File: config.mk
export PLATFORM = sky130hd
export DESIGN_NAME = bus_ram
export DESIGN_NICKNAME = d
export VERILOG_FILES = /design/src/rtl/bus_ram.sv
export SDC_FILE = /design/constraint.sdc
export NUM_CORES = 2
export LEC_CHECK = 0
export ABC_AREA = 1
export CAP_MARGIN = 10
export CORE_ASPECT_RATIO = 1.25
export CORE_UTILIZATION = 45
export CTS_CLUSTER_DIAMETER = 30
export DETAILED_ROUTE_END_ITERATION = 12
export GPL_TIMING_DRIVEN = 0
export PLACE_DENSITY = 0.65
export SLEW_MARGIN = 20
export SYNTH_ARGS = -nofsm -noshare
export SYNTH_HDL_FRONTEND = slang
export SYNTH_SLANG_ARGS = --single-unit
File: constraint.sdc
create_clock -name clk -period 8.4 [get_ports clk]
set_clock_uncertainty 0.1 [all_clocks]
set_input_delay 1.26 -clock clk [delete_from_list [all_inputs] [get_ports clk]]
set_output_delay 1.26 -clock clk [all_outputs]
set_load 0.01 [all_outputs]
File: src/rtl/bus_ram.sv
// bus_ram: single-port program/data RAM shared between a CPU memory strobe
// and a streaming program-load port.
//
// Ports
//   clk, reset          : system clock, synchronous active-high reset
//   mem_clk             : CPU memory strobe (rising edge = one access)
//   addr, wr_en, data_in: CPU access address, direction (1 = write), write data
//   data_out, data_oe   : read data and its tristate enable (2-cycle window)
//   load_start          : open a program-load session (pointer restarts at 0)
//   load_valid/data/last: load beat handshake, payload and end-of-session marker
//   load_ready, busy    : high while a load session is active
//   load_done           : one-cycle pulse when a session completes normally
module bus_ram #(
    parameter int DEPTH  = 256,
    parameter int ADDR_W = 8,
    parameter int DATA_W = 8
) (
    input  logic              clk,
    input  logic              reset,
    input  logic              mem_clk,
    input  logic [ADDR_W-1:0] addr,
    input  logic              wr_en,
    input  logic [DATA_W-1:0] data_in,
    output logic [DATA_W-1:0] data_out,
    output logic              data_oe,
    input  logic              load_start,
    input  logic              load_valid,
    input  logic [DATA_W-1:0] load_data,
    input  logic              load_last,
    output logic              load_ready,
    output logic              load_done,
    output logic              busy
);

    typedef enum logic [1:0] {
        IDLE    = 2'd0,
        RESPOND = 2'd1,
        LOAD    = 2'd2
    } state_t;

    state_t            state_q, state_d;
    logic              mem_clk_q;
    logic              strobe;
    logic              data_oe_q, data_oe_d;
    // Set during the second cycle of the read window; the window closes after it.
    logic              resp_last_q, resp_last_d;
    logic [ADDR_W-1:0] ptr_q, ptr_d;
    logic              load_done_q, load_done_d;
    logic [DATA_W-1:0] data_out_q;

    // Single write port shared by CPU writes and load beats; one read port.
    logic              rd_en;
    logic              we;
    logic [ADDR_W-1:0] we_addr;
    logic [DATA_W-1:0] we_data;

    logic [DATA_W-1:0] mem [DEPTH];

    assign strobe = mem_clk & ~mem_clk_q;

    always_comb begin
        state_d     = state_q;
        data_oe_d   = data_oe_q;
        resp_last_d = resp_last_q;
        ptr_d       = ptr_q;
        load_done_d = 1'b0;
        rd_en       = 1'b0;
        we          = 1'b0;
        we_addr     = addr;
        we_data     = data_in;

        case (state_q)
            IDLE, RESPOND: begin
                // Age the read window first; a new access below overrides it.
                if (state_q == RESPOND) begin
                    if (resp_last_q) begin
                        state_d     = IDLE;
                        data_oe_d   = 1'b0;
                        resp_last_d = 1'b0;
                    end else begin
                        resp_last_d = 1'b1;
                    end
                end

                // load_start outranks a coincident strobe, which is dropped.
                if (load_start) begin
                    state_d     = LOAD;
                    ptr_d       = '0;
                    data_oe_d   = 1'b0;
                    resp_last_d = 1'b0;
                end else if (strobe) begin
                    if (wr_en) begin
                        we          = 1'b1;
                        state_d     = IDLE;
                        data_oe_d   = 1'b0;
                        resp_last_d = 1'b0;
                    end else begin
                        rd_en       = 1'b1;
                        state_d     = RESPOND;
                        data_oe_d   = 1'b1;
                        resp_last_d = 1'b0;
                    end
                end
            end

            LOAD: begin
                // load_ready is constantly high here, so valid alone accepts a beat.
                if (load_valid) begin
                    we      = 1'b1;
                    we_addr = ptr_q;
                    we_data = load_data;
                    ptr_d   = ptr_q + 1'b1;
                    if (load_last || (ptr_q == ADDR_W'(DEPTH - 1))) begin
                        state_d     = IDLE;
                        ptr_d       = '0;
                        load_done_d = 1'b1;
                    end
                end
            end

            default: begin
                state_d = IDLE;
            end
        endcase
    end

    always_ff @(posedge clk) begin
        if (reset) begin
            state_q     <= IDLE;
            mem_clk_q   <= 1'b0;
            data_oe_q   <= 1'b0;
            resp_last_q <= 1'b0;
            ptr_q       <= '0;
            load_done_q <= 1'b0;
        end else begin
            state_q     <= state_d;
            mem_clk_q   <= mem_clk;
            data_oe_q   <= data_oe_d;
            resp_last_q <= resp_last_d;
            ptr_q       <= ptr_d;
            load_done_q <= load_done_d;
        end
    end

    // Registered read; holds between reads so data_out is stable across the window.
    always_ff @(posedge clk) begin
        if (reset) begin
            data_out_q <= '0;
        end else if (rd_en) begin
            data_out_q <= mem[addr];
        end
    end

    // Storage is never cleared; reset only suppresses a write in its own cycle.
    always_ff @(posedge clk) begin
        if (we && !reset) begin
            mem[we_addr] <= we_data;
        end
    end

    assign data_out   = data_out_q;
    assign data_oe    = data_oe_q;
    assign load_done  = load_done_q;
    assign busy       = (state_q == LOAD);
    assign load_ready = (state_q == LOAD);

endmodule

==> Word level (Yosys, flattened, before mapping) <==
Memory sizes are Yosys's and may differ from the RTL's. A register that Yosys moved wholly into a read port is not among the register bits.
Index checks and enable logic that the tools add are counted.
{ "word_totals": {"reg_bits": 14, "ram_bits": 2048, "inputBits": 31, "output_inout_bits": 12, "wordCells": 69, "mem_count": 1} }
{ "op_classes": {"addsub": 1, "n_eq_ne": 8, "mux": 36, "bitwise_logic": 4, "n_reduce_logical": 13} }
{ "memory_table": {"columns": ["name", "depth", "word_bits", "rd", "rd_clocked_by_memory_dff", "wr", "line_no", "rtl"], "rows": [
  ["mem", 256, 8, 1, 1, 1, "57", "logic [DATA_W-1:0] mem [DEPTH];"]
]} }
{ "op_table": {"columns": ["op", "count"], "rows": [
  ["$mux 8", 7],
  ["$mux 1", 20],
  ["$pmux 8 s2", 1],
  ["$mux 2", 6],
  ["$add 8x1->8 const B", 1],
  ["$eq 8x8->1 const B", 1],
  ["$ne 4x4->1 const B", 2],
  ["$reduce_and 3->1", 2],
  ["$reduce_bool 3->1", 2],
  ["$ne 2x2->1 const B", 2],
  ["$pmux 2 s2", 1],
  ["$reduce_and 4->1", 1],
  ["$not 1->1", 3],
  ["$reduce_or 3->1", 1],
  ["$eq 2x1->1 const B", 1],
  ["$eq 2x2->1 const B", 1],
  ["$logic_not 2->1", 1],
  ["$ne 2x1->1 const B", 1],
  ["$pmux 1 s2", 1],
  ["$reduce_and 2->1", 1],
  ["$reduce_bool 2->1", 1],
  ["$reduce_or 2->1", 1],
  ["$and 1x1->1", 1],
  ["$logic_and 1x1->1", 1],
  ["other kinds (2)", 2]
]} }

==> Longest topological paths before layout <==
{ "logic_depth": {"depth_word": 8, "mapped_depth": 17, "mapped_depth_nobuf": 13} }

==> Least setup slack after synthesis <==
OpenSTA, ideal clock, no wires.
{ "synth_timing": {"kind": "input to register", "from": "input port load_valid", "to": "memory mem[0][0] (data pin)", "setup_ns": 0.556, "arrival_time_ns": 3.359, "required_ns": 7.744, "setup_slack_ns": 4.385, "stages": 3, "path_buffers": 1, "cell_sequence": "nand2_4 -> buf_6 -> mux2_2"} }
{ "synth_between": {"elab_chain_len": 2} }
{ "synth_lines": {"columns": ["element", "line_no", "rtl"], "rows": [
  ["start, declared", "27", "input logic load_valid,"],
  ["$mux 8", "108", "if (load_valid) begin"],
  ["$mux 8", "72", "case (state_q)"],
  ["named net we_data[0]", "55", "logic [DATA_W-1:0] we_data;"],
  ["end, declared", "57", null]
]} }
The timed path passes the listed nets, and every way through them passes these cells.

==> Final worst setup path <==
{ "layout_timing": {"from": "input port addr[0]", "to": "memory mem[210][2], enable pin"} }
{ "layout_between": {"elab_chain_len": 2} }
{ "layout_lines": {"columns": ["element", "line_no", "rtl"], "rows": [
  ["start, declared", "21", "input logic [ADDR_W-1:0] addr,"],
  ["$mux 8", "108", null],
  ["$mux 8 (*)", "72", null]
]} }
Every way passes the cells marked *; elsewhere a longest branch is shown, timed or not.

==> flow_summary_export.csv <==
group,metric,value,unit
drt,drc,0,
sta,post-route-period-util,55.8,%
yosys,synth.area.top_cells,"edfxtp_1 73%, nand3_1 12%, nand2_1 9.5%, nor2_1 1.4%, buf_2 1.4%",
power,pwr-share-comb,6.4,%
clock_network,clockRootBuffer,"clkbuf_16",
setup_path,endpoint_kind,"flip-flop",
yosys,synth-simple-area-share,23.2,%
final_layout,drive_gt1_share,10.9,%
worst_hold_path,hold_depth,2,
drt,ant_nets,0,
final_layout,nets,7574,
grt,antenna_found_initial,20,
sta,period_needed,4.68,ns
run,maxCapViolCount,0,
power,power.total,0.0269,W
worst_hold_path,min-delay-start,"resp_last_q$_SDFFE_PP0P_",
sta,grt_setup_unrepaired,"no",
placement,dp_hpwl,204000,µm
drt,wl_per_cell,29.6,µm
setup_path,required,8.85,ns
yosys,synthAdderAreaFrac,0.0149,%
sta,finalHoldViolations,0,
final_layout,fillers,15400,
die,initial_utilization,45.3,%
setup_path,reg2regPathDepth,11,
yosys,yosysTopAreaCellShare,73.1,%
final_layout,final_common_cell,"nand2_1",
power,swShare,23.8,%
setup_path,cp-startpoint,"addr[0]",
yosys,yosysSeqAreaShare,73.6,%
die,die_area,189000,µm²
die,dieWidth,389,µm
clock_network,clk_latency,0.95,ns
setup_path,r2r-end,"mem[113][3]$_DFFE_PP_",
placement,io_buffer_count,35,
yosys,synth_largest_area_cell,"edfxtp_1",
power,leakage,35.1,nW
yosys,ys_ff_latch,2070,
clock_network,numCtsBuffers,338,
setup_path,path_class,"in -> reg",
clock_network,cts.sinks,2070,
clock_network,cts_tree,"yes",
die,die_h,485,µm
worst_hold_path,hold_class,"reg -> reg",
final_layout,area_growth,18.2,%
grt,grt_pass1_wl,420000,µm
power,power.density,271,nW/µm²
drt,drt_wl_total,303000,µm
drt,vias_per_cell,6.00,
clock_network,post_cts_resized,0,
die,ioPinCount,43,
clock_network,holdBufCountCts,0,
worst_hold_path,hold_end,"resp_last_q$_SDFFE_PP0P_",
yosys,muxShareOfSynthArea,0.107,%
setup_path,r2r_slack,4.10,ns
sta,slew_headroom,16.3,%
grt,grt_overflow,0,
power,seq_power_share,42.6,%
yosys,synth_nets,7178,
setup_path,arrival,5.14,ns
drt,firstDrtPassIters,7,
setup_path,cp-start-kind,"input port",
power,max-vdd-ir-drop,0.000230,V
grt,grt_pass1_vias,58500,
yosys,synthDistinctLibCells,32,
drt,vias,61300,
yosys,postSynthCellCount,7146,
grt,track_usage,31.5,%
sta,setup_viol_count_final,0,
yosys,synth_area,84100,µm²
die,coreArea,186000,µm²
yosys,synth_top_family_by_area,"simple AND/OR/NAND/NOR gates",
grt,grt_max_degree,102,
status,outcome,"complete, no violations",
sta,tightest_slew,1.26,ns
sta,max_clock_freq,213,MHz
clock_network,clockBufferDepth,4,
die,row_count,177,
power,clkPwrFrac,51.0,%
yosys,syn_avg_cell_area,11.8,µm²
drt,drtIter0Drc,8490,
yosys,synth_xor_xnor_area_share,0.0521,%
power,p_switching,0.00640,W
sta,worst_hold_slack,0.370,ns
sta,fin_setup_tns,0,ns
yosys,synth-compound-area-share,0.138,%
sta,drv_slew,0,
yosys,synth_warnings,0,
clock_network,htree_levels,5,
setup_path,r2r-start,"state_q[1]$_SDFFE_PP0P_",
power,p_int,0.0205,W
final_layout,layout_common_cells,"2125 x nand2_1, 2048 x edfxtp_1, 2027 x nand3_1",
setup_path,critPathMaxFanout,10,
placement,finalWeightedCongestion,0.997,
clock_network,post_cts_buffers,0,
clock_network,path_clk_slew,0.06,ns
[flip-flops by register name, summed over array words and instances, names as in the netlist]
register	count
resp_last_q	1
mem_clk_q	1
ptr_q	8
state_q	2
mem	2048
data_out	8
load_done	1
data_oe	1
[final cells by class]
type	count	area (µm²)	area share (%)
sequential	2070	61900	62.3
multi-input combinational	4527	19900	20.0
clock buffer	377	8720	8.77
tap	2416	3020	3.04
clock inverter	215	2450	2.47
buffer	489	2210	2.22
timing repair buffer	56	916	0.922
inverter	60	225	0.227
antenna	14	35.0	0.0352
[cells by family after synthesis]
| family | Yosys count |
|---|---|
| AOI/OAI and AO/OA | 20 |
| xor gates and xnor gates | 5 |
| adders and majority gates | 1 |
| buffers and inverters | 549 |
| DFF | 2070 |
| muxes | 8 |
| and+or+nand+nor | 4493 |
[metrics by stage]
stage / instances / cell area, µm² / setup WS, ns / util, %
finish: 10200 / 99400 / 3.72 / 53.5
global route: 10200 / 99400 / 3.83 / 53.5
CTS: 10200 / 99400 / 3.98 / 53.5
detailed placement: 9618 / 88200 / 3.05 / 47.5
global placement: 9597 / 87500 / 0.605 / 47.1
floorplan: 7146 / 84100 / 4.39 / -
[power groups by stage]
stage	sequential (W)	combinational, W	clock, W
detailed placement	0.0117	0.00165	0
global route	0.0115	0.00176	0.0141
floorplan	0.0117	0.000821	0
global placement	0.0117	0.00157	0
finish	0.0115	0.00172	0.0137
CTS	0.0115	0.00166	0.0137
[synth_stat cells, drive strengths merged]
| cell type | instances |
|---|---|
| xor2 | 4 |
| a31oi | 1 |
| inv | 58 |
| o21ai | 12 |
| clkinv | 2 |
| or2 | 2 |
| mux2 | 8 |
| buf | 319 |
| ha | 1 |
| nor3 | 3 |
| dfxtp | 22 |
| a21oi | 7 |
| nand2 | 2136 |
| nand4 | 2 |
| nor4 | 1 |
| nand3 | 2029 |
| clkbuf | 170 |
| xnor2 | 1 |
| nor2 | 320 |
| edfxtp | 2048 |
[worst max-delay path, cell delays in order]
cell	delay (ns)
buf_2	0.22
inv_2	0.19
buf_4	0.24
buf_2	0.48
nand2_1	0.10
o21ai_1	0.15
inv_1	0.08
nor2_1	0.09
inv_1	0.09
nor2_1	0.18
nand2_1	0.54
buf_2	0.67
nor2_1	0.82
[worst max-delay path by stage]
stage / endpoint / slack, ns / cells after the start
finish: mem[210][2]$_DFFE_PP_ / 3.72 / 13
global route: mem[49][2]$_DFFE_PP_ / 3.83 / 11
CTS: mem[92][6]$_DFFE_PP_ / 3.98 / 13
detailed placement: mem[92][5]$_DFFE_PP_ / 3.05 / 13
global placement: mem[39][5]$_DFFE_PP_ / 0.61 / 4
floorplan: mem[0][0]$_DFFE_PP_ / 4.39 / 3
[routing by layer]
layer	track usage (%)	vias to the layer above	part of all wire [%]
li1	-	26200	-
met1	37.1	29800	34
met5	0	-	0.050
met2	50.5	4244	47
met4	22.1	22	7.8
met3	8.22	1018	11
Power figures use the tool's default switching activity.
